### src/rtl/wb_mem_arbiter_pkg.sv
// Shared definitions for the two-master Wishbone memory arbiter.
//   - default address/data width and stall timeout
//   - width of the stall counter
//   - arbiter FSM state encoding
//   - helper turning a state into the one-hot grant vector
package wb_mem_arbiter_pkg;

    localparam int DEF_AW      = 32;
    localparam int DEF_DW      = 32;
    localparam int DEF_TIMEOUT = 255;

    // The stall counter is 16 bits wide, so TIMEOUT may range over 1..65535.
    localparam int STALL_CNT_W = 16;

    typedef enum logic [1:0] {
        ST_IDLE  = 2'd0,
        ST_OWN0  = 2'd1,
        ST_OWN1  = 2'd2,
        ST_ABORT = 2'd3
    } arb_state_t;

    // Bit 0 is m0 (CPU bridge) and bit 1 is m1 (SD DMA). The result is 00
    // in IDLE and in ABORT.
    function automatic logic [1:0] grant_onehot(input arb_state_t s);
        logic [1:0] g;
        g = 2'b00;
        case (s)
            ST_OWN0: g = 2'b01;
            ST_OWN1: g = 2'b10;
            default: g = 2'b00;
        endcase
        return g;
    endfunction

endpackage

### src/rtl/wb_arb_timer.sv
// Stall counter for the Wishbone memory arbiter.
//   clk      : clock, rising edge
//   rst      : synchronous active-high reset, clears the count
//   clear    : clears the count; takes priority over count_en
//   count_en : the current cycle is a stalled strobe
//   expired  : high combinationally in the stalled cycle whose count equals
//              TIMEOUT-1. That cycle is the TIMEOUT-th consecutive stall.
module wb_arb_timer
    import wb_mem_arbiter_pkg::*;
#(
    parameter int TIMEOUT = DEF_TIMEOUT
) (
    input  logic clk,
    input  logic rst,
    input  logic clear,
    input  logic count_en,
    output logic expired
);

    logic [STALL_CNT_W-1:0] cnt_q;

    always_ff @(posedge clk) begin
        if (rst || clear) begin
            cnt_q <= '0;
        end else if (count_en) begin
            cnt_q <= cnt_q + STALL_CNT_W'(1);
        end
    end

    // The count holds the number of stalled cycles seen before this one.
    // When the count equals TIMEOUT-1, this stall is the last one allowed.
    assign expired = count_en && (cnt_q == STALL_CNT_W'(TIMEOUT - 1));

endmodule

### src/rtl/wb_mem_arbiter.sv
// Two-master Wishbone arbiter in front of a single memory slave.
//   m0 is the CPU bridge and m1 is the SD card DMA master.
//
// Ports
//   wb_clk_i, wb_rst_i          : clock; synchronous active-high reset
//   mN_adr/dat/sel/we/cyc/stb/cti/bte_i : master N request
//   mN_dat_o/ack_o/err_o        : master N response (0 unless N owns the bus)
//   s_adr/dat/sel/we/cyc/stb/cti/bte_o  : shared slave request
//   s_dat_i/ack_i/err_i         : slave response
//   grant_o                     : one-hot owner {m1,m0}; 00 when nobody owns
//   timeout_o                   : one-cycle pulse when a stalled cycle aborts
//   state_o                     : current FSM state, for debug
//
// Handshake: a transfer is offered while cyc and stb are both high. It
// completes in the cycle where the slave raises ack (or err) with the
// strobe still high. The arbiter adds no handshake of its own: the owner's
// request passes combinationally to the slave, and the slave's response
// passes combinationally back to the owner.
//
// A master owns the bus from its grant until it drops cyc. Ownership
// ignores stb and cti, so a burst is never split. Once the owner releases
// the bus, there is always at least one IDLE cycle before the next grant.
// A strobe stalled for TIMEOUT consecutive cycles is ended with err to the
// owner. The FSM then waits in ABORT, with the slave port quiet, until that
// master drops cyc.
module wb_mem_arbiter
    import wb_mem_arbiter_pkg::*;
#(
    parameter int AW      = DEF_AW,
    parameter int DW      = DEF_DW,
    parameter int TIMEOUT = DEF_TIMEOUT
) (
    input  logic          wb_clk_i,
    input  logic          wb_rst_i,
    // master 0: CPU bridge
    input  logic [AW-1:0] m0_adr_i,
    input  logic [DW-1:0] m0_dat_i,
    input  logic [3:0]    m0_sel_i,
    input  logic          m0_we_i,
    input  logic          m0_cyc_i,
    input  logic          m0_stb_i,
    input  logic [2:0]    m0_cti_i,
    input  logic [1:0]    m0_bte_i,
    output logic [DW-1:0] m0_dat_o,
    output logic          m0_ack_o,
    output logic          m0_err_o,
    // master 1: SD card DMA
    input  logic [AW-1:0] m1_adr_i,
    input  logic [DW-1:0] m1_dat_i,
    input  logic [3:0]    m1_sel_i,
    input  logic          m1_we_i,
    input  logic          m1_cyc_i,
    input  logic          m1_stb_i,
    input  logic [2:0]    m1_cti_i,
    input  logic [1:0]    m1_bte_i,
    output logic [DW-1:0] m1_dat_o,
    output logic          m1_ack_o,
    output logic          m1_err_o,
    // shared slave
    output logic [AW-1:0] s_adr_o,
    output logic [DW-1:0] s_dat_o,
    output logic [3:0]    s_sel_o,
    output logic          s_we_o,
    output logic          s_cyc_o,
    output logic          s_stb_o,
    output logic [2:0]    s_cti_o,
    output logic [1:0]    s_bte_o,
    input  logic [DW-1:0] s_dat_i,
    input  logic          s_ack_i,
    input  logic          s_err_i,
    // status
    output logic [1:0]    grant_o,
    output logic          timeout_o,
    output arb_state_t    state_o
);

    arb_state_t state_q, state_d;
    // 1'b1 means m1 was granted most recently. The reset value of 1 lets m0
    // win the first tie.
    logic       last_grant_q, last_grant_d;

    logic own0, own1, owning;
    logic stall_en, stall_clr, expired;

    // ------------------------------------------------------------------
    // State register
    // ------------------------------------------------------------------
    always_ff @(posedge wb_clk_i) begin
        if (wb_rst_i) begin
            state_q      <= ST_IDLE;
            last_grant_q <= 1'b1;
        end else begin
            state_q      <= state_d;
            last_grant_q <= last_grant_d;
        end
    end

    // ------------------------------------------------------------------
    // Next-state logic
    // ------------------------------------------------------------------
    always_comb begin
        state_d      = state_q;
        last_grant_d = last_grant_q;
        case (state_q)
            ST_IDLE: begin
                if (m0_cyc_i && m1_cyc_i) begin
                    // Round-robin: grant the master not served last time.
                    if (last_grant_q) begin
                        state_d      = ST_OWN0;
                        last_grant_d = 1'b0;
                    end else begin
                        state_d      = ST_OWN1;
                        last_grant_d = 1'b1;
                    end
                end else if (m0_cyc_i) begin
                    state_d      = ST_OWN0;
                    last_grant_d = 1'b0;
                end else if (m1_cyc_i) begin
                    state_d      = ST_OWN1;
                    last_grant_d = 1'b1;
                end
            end
            ST_OWN0: begin
                if (!m0_cyc_i) begin
                    state_d = ST_IDLE;
                end else if (expired) begin
                    state_d = ST_ABORT;
                end
            end
            ST_OWN1: begin
                if (!m1_cyc_i) begin
                    state_d = ST_IDLE;
                end else if (expired) begin
                    state_d = ST_ABORT;
                end
            end
            ST_ABORT: begin
                // last_grant_q still names the master whose cycle was aborted.
                if (last_grant_q ? !m1_cyc_i : !m0_cyc_i) begin
                    state_d = ST_IDLE;
                end
            end
            default: begin
                state_d = ST_IDLE;
            end
        endcase
    end

    // Ownership as seen by the outputs. Reset forces the bus quiet in the
    // reset cycle itself, whatever state the register still holds.
    assign own0   = (state_q == ST_OWN0) && !wb_rst_i;
    assign own1   = (state_q == ST_OWN1) && !wb_rst_i;
    assign owning = own0 || own1;

    // ------------------------------------------------------------------
    // Request path: the owner's request goes to the slave combinationally.
    // The slave sees nothing when no master owns the bus.
    // ------------------------------------------------------------------
    always_comb begin
        s_adr_o = '0;
        s_dat_o = '0;
        s_sel_o = '0;
        s_we_o  = 1'b0;
        s_cyc_o = 1'b0;
        s_stb_o = 1'b0;
        s_cti_o = '0;
        s_bte_o = '0;
        if (own0) begin
            s_adr_o = m0_adr_i;
            s_dat_o = m0_dat_i;
            s_sel_o = m0_sel_i;
            s_we_o  = m0_we_i;
            s_cyc_o = m0_cyc_i;
            s_stb_o = m0_cyc_i && m0_stb_i;
            s_cti_o = m0_cti_i;
            s_bte_o = m0_bte_i;
        end else if (own1) begin
            s_adr_o = m1_adr_i;
            s_dat_o = m1_dat_i;
            s_sel_o = m1_sel_i;
            s_we_o  = m1_we_i;
            s_cyc_o = m1_cyc_i;
            s_stb_o = m1_cyc_i && m1_stb_i;
            s_cti_o = m1_cti_i;
            s_bte_o = m1_bte_i;
        end
    end

    // ------------------------------------------------------------------
    // Stall timer: counts strobed cycles that get neither ack nor err.
    // ------------------------------------------------------------------
    assign stall_en  = owning && s_stb_o && !s_ack_i && !s_err_i;
    assign stall_clr = !owning || !s_stb_o || s_ack_i || s_err_i;

    wb_arb_timer #(
        .TIMEOUT (TIMEOUT)
    ) u_timer (
        .clk      (wb_clk_i),
        .rst      (wb_rst_i),
        .clear    (stall_clr),
        .count_en (stall_en),
        .expired  (expired)
    );

    // ------------------------------------------------------------------
    // Response path: only the owner sees the slave. ack and err pass
    // through together when both are raised. expired can only be high in
    // a cycle with neither ack nor err, so the abort err never collides
    // with a real response.
    // ------------------------------------------------------------------
    assign m0_dat_o  = own0 ? s_dat_i : '0;
    assign m0_ack_o  = own0 && s_ack_i;
    assign m0_err_o  = own0 && (s_err_i || expired);

    assign m1_dat_o  = own1 ? s_dat_i : '0;
    assign m1_ack_o  = own1 && s_ack_i;
    assign m1_err_o  = own1 && (s_err_i || expired);

    assign timeout_o = expired;
    assign grant_o   = wb_rst_i ? 2'b00 : grant_onehot(state_q);
    assign state_o   = state_q;

endmodule
### config.mk
export PLATFORM = sky130hd
export DESIGN_NAME = wb_mem_arbiter
export DESIGN_NICKNAME = d
export VERILOG_FILES = /design/src/rtl/wb_mem_arbiter_pkg.sv /design/src/rtl/wb_arb_timer.sv /design/src/rtl/wb_mem_arbiter.sv
export SDC_FILE = /design/constraint.sdc
export NUM_CORES = 1
export LEC_CHECK = 0
export CAP_MARGIN = 20
export CORE_AREA = 2 2 129 131
export CTS_BUF_LIST = sky130_fd_sc_hd__clkbuf_2
export DETAILED_ROUTE_END_ITERATION = 6
export DIE_AREA = 0 0 131 133
export PLACE_DENSITY = 0.5
export SETUP_SLACK_MARGIN = 0.15
export SLEW_MARGIN = 20
export SYNTH_ARGS = -nofsm -noshare
export SYNTH_HDL_FRONTEND = slang
export SYNTH_SLANG_ARGS = --single-unit
### constraint.sdc
create_clock -name wb_clk_i -period 2.2 [get_ports wb_clk_i]
set_input_delay 0.44 -clock wb_clk_i [delete_from_list [all_inputs] [get_ports wb_clk_i]]
set_output_delay 0.44 -clock wb_clk_i [all_outputs]
set_load 0.02 [all_outputs]
# Word level (Yosys, flattened, before mapping)
# Index checks and enable logic that the tools add are counted.
dict set report word_totals {
  reg_bits 19
  input_bits 188
  output_inout_bits 149
  wordCells 74
}
dict set report classes {
  n_addsub 1
  n_eq_ne 6
  muxes 34
  n_reduce_logical 30
}
# operator count
set op_table {}
lappend op_table {{$mux W32} 6}
lappend op_table {{$mux W2} 11}
lappend op_table {{$add A16 B1 Y16 const B} 1}
lappend op_table {{$eq A16 B8 Y1 const B} 1}
lappend op_table {{$logic_and A1 B1 Y1} 13}
lappend op_table {{$mux W1} 11}
lappend op_table {{$mux W4} 2}
lappend op_table {{$pmux W2 S4} 1}
lappend op_table {{$logic_not A1 Y1} 7}
lappend op_table {{$logic_or A1 B1 Y1} 6}
lappend op_table {{$mux W3} 2}
lappend op_table {{$eq A2 B2 Y1 const B} 2}
lappend op_table {{$ne A4 B4 Y1 const B} 1}
lappend op_table {{$pmux W2 S2} 1}
lappend op_table {{$reduce_and A2 Y1} 2}
lappend op_table {{$reduce_bool A3 Y1} 1}
lappend op_table {{$eq A2 B1 Y1 const B} 1}
lappend op_table {{$logic_not A2 Y1} 1}
lappend op_table {{$ne A2 B2 Y1 const B} 1}

# Logic depth before layout (Yosys ltp)
dict set report depth {
  depth_word 11
  depth_mapped 7
  depth_no_buf 6
}

# Hierarchy
# From an unflattened synthesis, not the netlist that was laid out.
dict set report hier_totals {
  cells_unflattened 294
  hier_area_um2 2287.2
}
# mod instances cells_each area_each_um2 seq_area_each_um2
set by_module_without_submodules {}
lappend by_module_without_submodules {wb_mem_arbiter 1 208 1524.0 60.1}
lappend by_module_without_submodules {wb_arb_timer 1 86 763.2 320.3}

# Worst setup path before layout
# No wires, ideal clock.
dict set report synth_path {
  path_kind {reg2out}
  from {register state_q[0] (netlist: state_o[0])}
  to {output m0_err_o}
  arrival_time_ns 2.060
  required_time_ns 1.760
  setup_slack_ns -0.300
  path_stages_with_launch 6
  n_path_buf 1
  cell_sequence {dfxtp_1 > buf_2 > xnor2_1 > or4_1 > nor3_1 > o21a_1}
}
dict set report synth_between {
  elab_chain_len 10
  elab_cells_between_ends 13
  classes_between {eq/ne (2); mux (2); reduce/logical (9)}
}
# item line
set synth_rtl {}
lappend synth_rtl {{start: declaration} wb_mem_arbiter.sv:77} ;# arb_state_t state_q, state_d;
lappend synth_rtl {{start signal: assignment} wb_mem_arbiter.sv:93} ;# state_q <= state_d;
lappend synth_rtl {{$eq A2 B2 Y1} wb_mem_arbiter.sv:152} ;# assign own1 = (state_q == ST_OWN1) && !wb_rst_i;
lappend synth_rtl {{$logic_and A1 B1 Y1} wb_mem_arbiter.sv:152}
lappend synth_rtl {{$mux W1} wb_mem_arbiter.sv:177} ;# end else if (own1) begin
lappend synth_rtl {{$mux W1} wb_mem_arbiter.sv:168} ;# if (own0) begin
lappend synth_rtl {{$logic_and A1 B1 Y1 * (3 in a row)} wb_mem_arbiter.sv:192} ;# assign stall_en = owning && s_stb_o && !s_ack_i && !s_err_i;
lappend synth_rtl {{$logic_and A1 B1 Y1 *} wb_arb_timer.sv:32} ;# assign expired = count_en && (cnt_q == STALL_CNT_W'(TIMEOUT - 1));
lappend synth_rtl {{net timeout_o} wb_mem_arbiter.sv:73} ;# output logic timeout_o,
lappend synth_rtl {{$logic_or A1 B1 Y1 *} wb_mem_arbiter.sv:213} ;# assign m0_err_o = own0 && (s_err_i || expired);
lappend synth_rtl {{$logic_and A1 B1 Y1 *} wb_mem_arbiter.sv:213}
lappend synth_rtl {{end: declaration} wb_mem_arbiter.sv:46} ;# output logic m0_err_o,
# The timed path passes the listed nets; every way through them passes the cells marked *.

# Worst setup path in the final report
dict set report layout_path {
  from {input wb_rst_i}
  to {output s_adr_o[7]}
}
dict set report layout_between {
  elab_chain_len 4
  elab_cells_between_ends 5
  classes_between {mux (2); reduce/logical (3)}
}
# item line
set layout_rtl {}
lappend layout_rtl {{start: declaration} wb_mem_arbiter.sv:34} ;# input logic wb_rst_i,
lappend layout_rtl {{$logic_not A1 Y1 *} {wb_mem_arbiter.sv:151, wb_mem_arbiter.sv:152}}
lappend layout_rtl {{$logic_and A1 B1 Y1} wb_mem_arbiter.sv:152}
lappend layout_rtl {{$mux W32} wb_mem_arbiter.sv:177}
lappend layout_rtl {{$mux W32 *} wb_mem_arbiter.sv:168}
lappend layout_rtl {{end: declaration} wb_mem_arbiter.sv:60} ;# output logic [AW-1:0] s_adr_o,
# Every way passes the cells marked *; elsewhere a longest branch is shown, timed or not.

==> impl_metrics.tcl <==
set metrics [dict create \
    run_status "finished with violations" \
    violations "setup timing" \
    stdcell_count 900 \
    cp_max_fo 8 \
    cts_tree "done" \
    place.port_buffers 336 \
    skew_ns 0.0100 \
    initial_core_util 0.137 \
    numClockSinks 19 \
    yosysTopAreaCell "a22o_1" \
    required_ns 1.76 \
    setup_viol 63 \
    core.rowCount 47 \
    drive_above_1_share 0.482 \
    synth_top_family_by_area "simple AND/OR/NAND/NOR gates" \
    tns_ns -2.27 \
    setup_slack_ns -0.0807 \
    synthAdderAreaFrac 0.0113 \
    antenna_found_initial 2 \
    syn_inst 277 \
    routedWlPerCell_um 19.1 \
    core_um2 16200 \
    synth_top_cell_area_share 0.296 \
    grt_pass1_vias 3810 \
    root_buffer "clkbuf_2" \
    drc 0 \
    dr.pass1.iters 4 \
    grt_util_all_layers 0.177 \
    io-pin-count 337 \
    critPathLaunchType "input port" \
    cts_max_path_buffers 2 \
    slew_violations 0 \
    placed_cells 851 \
    via_per_inst 4.20 \
    dieHeight_um 133 \
    ir_drop_uv 126 \
    cts_hold_buf 0 \
    max_freq_mhz 438 \
    finalCriticalPeriod_ns 2.28 \
    syn_to_final_growth_pct 234 \
    max-slew-margin-rel 0.784 \
    dieArea_um2 17400 \
    clkLatencyLatePin_ns 0.31 \
    grt_overflow_total 0 \
    multi_input_area_um2 1970 \
    cts_buffers 3 \
    synth_simple_gate_area_share 0.360 \
    ys_top_cells_by_count "a22o_1 (75), and2_1 (69), dfxtp_1 (19)" \
    finalHoldViolations 0 \
    synth_compound_area_frac 0.331 \
    cts_max_level 1 \
    dp_hpwl_um 13300 \
    vias 3784 \
    fillers 1561 \
    ant_nets 0 \
    fin_crit_sh 1.04 \
    clk_pin_slew_ns 0.17 \
    worstHoldPathType "reg2reg" \
    crit_path_end_kind "output pin" \
    ys_async_sr_fraction 0 \
    gp_congestion 0.824 \
    use_met3 0.0437 \
    grt_max_degree 35 \
    synth.most_common_cell "a22o_1" \
    final_nets 869 \
    grtUsageMet1 0.197 \
    synth-seq-cells 19 \
    synth.distinct_cells 36 \
    grt_busiest_layer "met2" \
    ys.flop_type "dfxtp_1" \
    synth_area_leaders "a22o_1 (30%), and2_1 (19%), dfxtp_1 (17%), nor2_4 (4.1%), xor2_1 (3.6%)" \
    power_mw 1.65 \
    grt_pass1_wl_um 23400 \
    yosysWarningCount 0 \
    power.density_nw_per_um2 223 \
    syn_area_um2 2220 \
    seq_area_frac_synth 0.171 \
    synth.area.mux_share 0 \
    rsz0062_at_grt "yes" \
    use_met2 0.336 \
    drtIter0Drc 94 \
    seq_area_um2 390 \
    cap_violations 0 \
    leakage_nw 3.21 \
    finalWirelength_um 17200 \
    arrival_ns 1.84 \
    worst_pin_slew_ns 0.321 \
    critPathKind "in2out" \
    synth_edf_count 0 \
    synth_xor_area_frac 0.0592 \
    dieWidth_um 131 \
    syn_avg_cell_area_um2 8.01 \
    syn_nets 467 \
]
## final timing paths
path                                       start                to  slack (ns)  cells past startpoint
worst min register to register  u_timer.cnt_q[0]  u_timer.cnt_q[0]        0.54                      2
worst min-delay path            u_timer.cnt_q[0]  u_timer.cnt_q[0]        0.54                      2
worst max register to register        state_o[1]        state_o[0]        0.45                      9
worst max-delay path                    wb_rst_i        s_adr_o[7]       -0.08                      8
## area by class of cell
class | instances | area share
antenna | 2 | 0.000676
clock buffer | 4 | 0.00270
inverter | 3 | 0.00152
multi-input combinational | 226 | 0.265
sequential | 19 | 0.0527
tap | 220 | 0.0372
timing repair buffer | 426 | 0.640
## stage by stage
stage	hold slack (ns)	utilization	setup slack [ns]	instance area, um^2
5_1_grt	0.566	0.458	-0.192	7400
3_5_place_dp	0.527	0.381	-0.883	6150
4_1_cts	0.544	0.428	-0.0931	6920
2_1_floorplan	0.458	-	0.162	2240
3_3_place_gp	0.514	0.381	-0.876	6150
6_report	0.539	0.458	-0.0807	7410
## power breakdown
group	internal (mW)	leakage (nW)	total (mW)	switching, mW
sequential	0.349	0.156	0.356	0.00691
clock	0.0482	0.0166	0.157	0.109
combinational	0.713	3.04	1.14	0.424
## cell families after synthesis
family / after synthesis
DFF: 19
xor gates and xnor gates: 15
buffers and inverters: 32
and+or+nand+nor: 123
AOI/OAI and AO/OA: 86
adders and majority gates: 2
## state kept, by name (all words and copies together), names as in the netlist
| name | cells |
|---|---|
| u_timer.cnt_q | 16 |
| state_o | 2 |
| last_grant_q | 1 |
## cell usage in the layout (no fill, tap or decap), drive strengths merged, types with 6 or more instances in the layout
cell	synthesis	layout
dfxtp	19	19
clkdlybuf4s50	0	183
xnor2	6	6
and2	69	69
clkbuf	17	9
nand4	9	9
a22o	75	75
buf	12	232
xor2	9	9
nor2	16	16
## metal layers
| layer | share of wire | vias up |
|---|---|---|
| li1 | - | 1841 |
| met1 | 0.37 | 1789 |
| met2 | 0.55 | 140 |
| met3 | 0.067 | 14 |
| met4 | 0.016 | 0 |
| met5 | 0 | - |
## timing repair
item	in CTS	in global routing
pin swaps	29	33
cloned	11	8
setup buffers	18	6
endpoints found under the setup margin	147	149
gates resized for setup	861	105
## worst max-delay path, stage by stage
cell             delay (ns)
clkdlybuf4s15_2        0.24
buf_4                  0.16
nor3b_4                0.26
buf_6                  0.20
buf_12                 0.13
buf_16                 0.11
a22o_1                 0.16
buf_6                  0.13
Power figures use the tool's default switching activity.
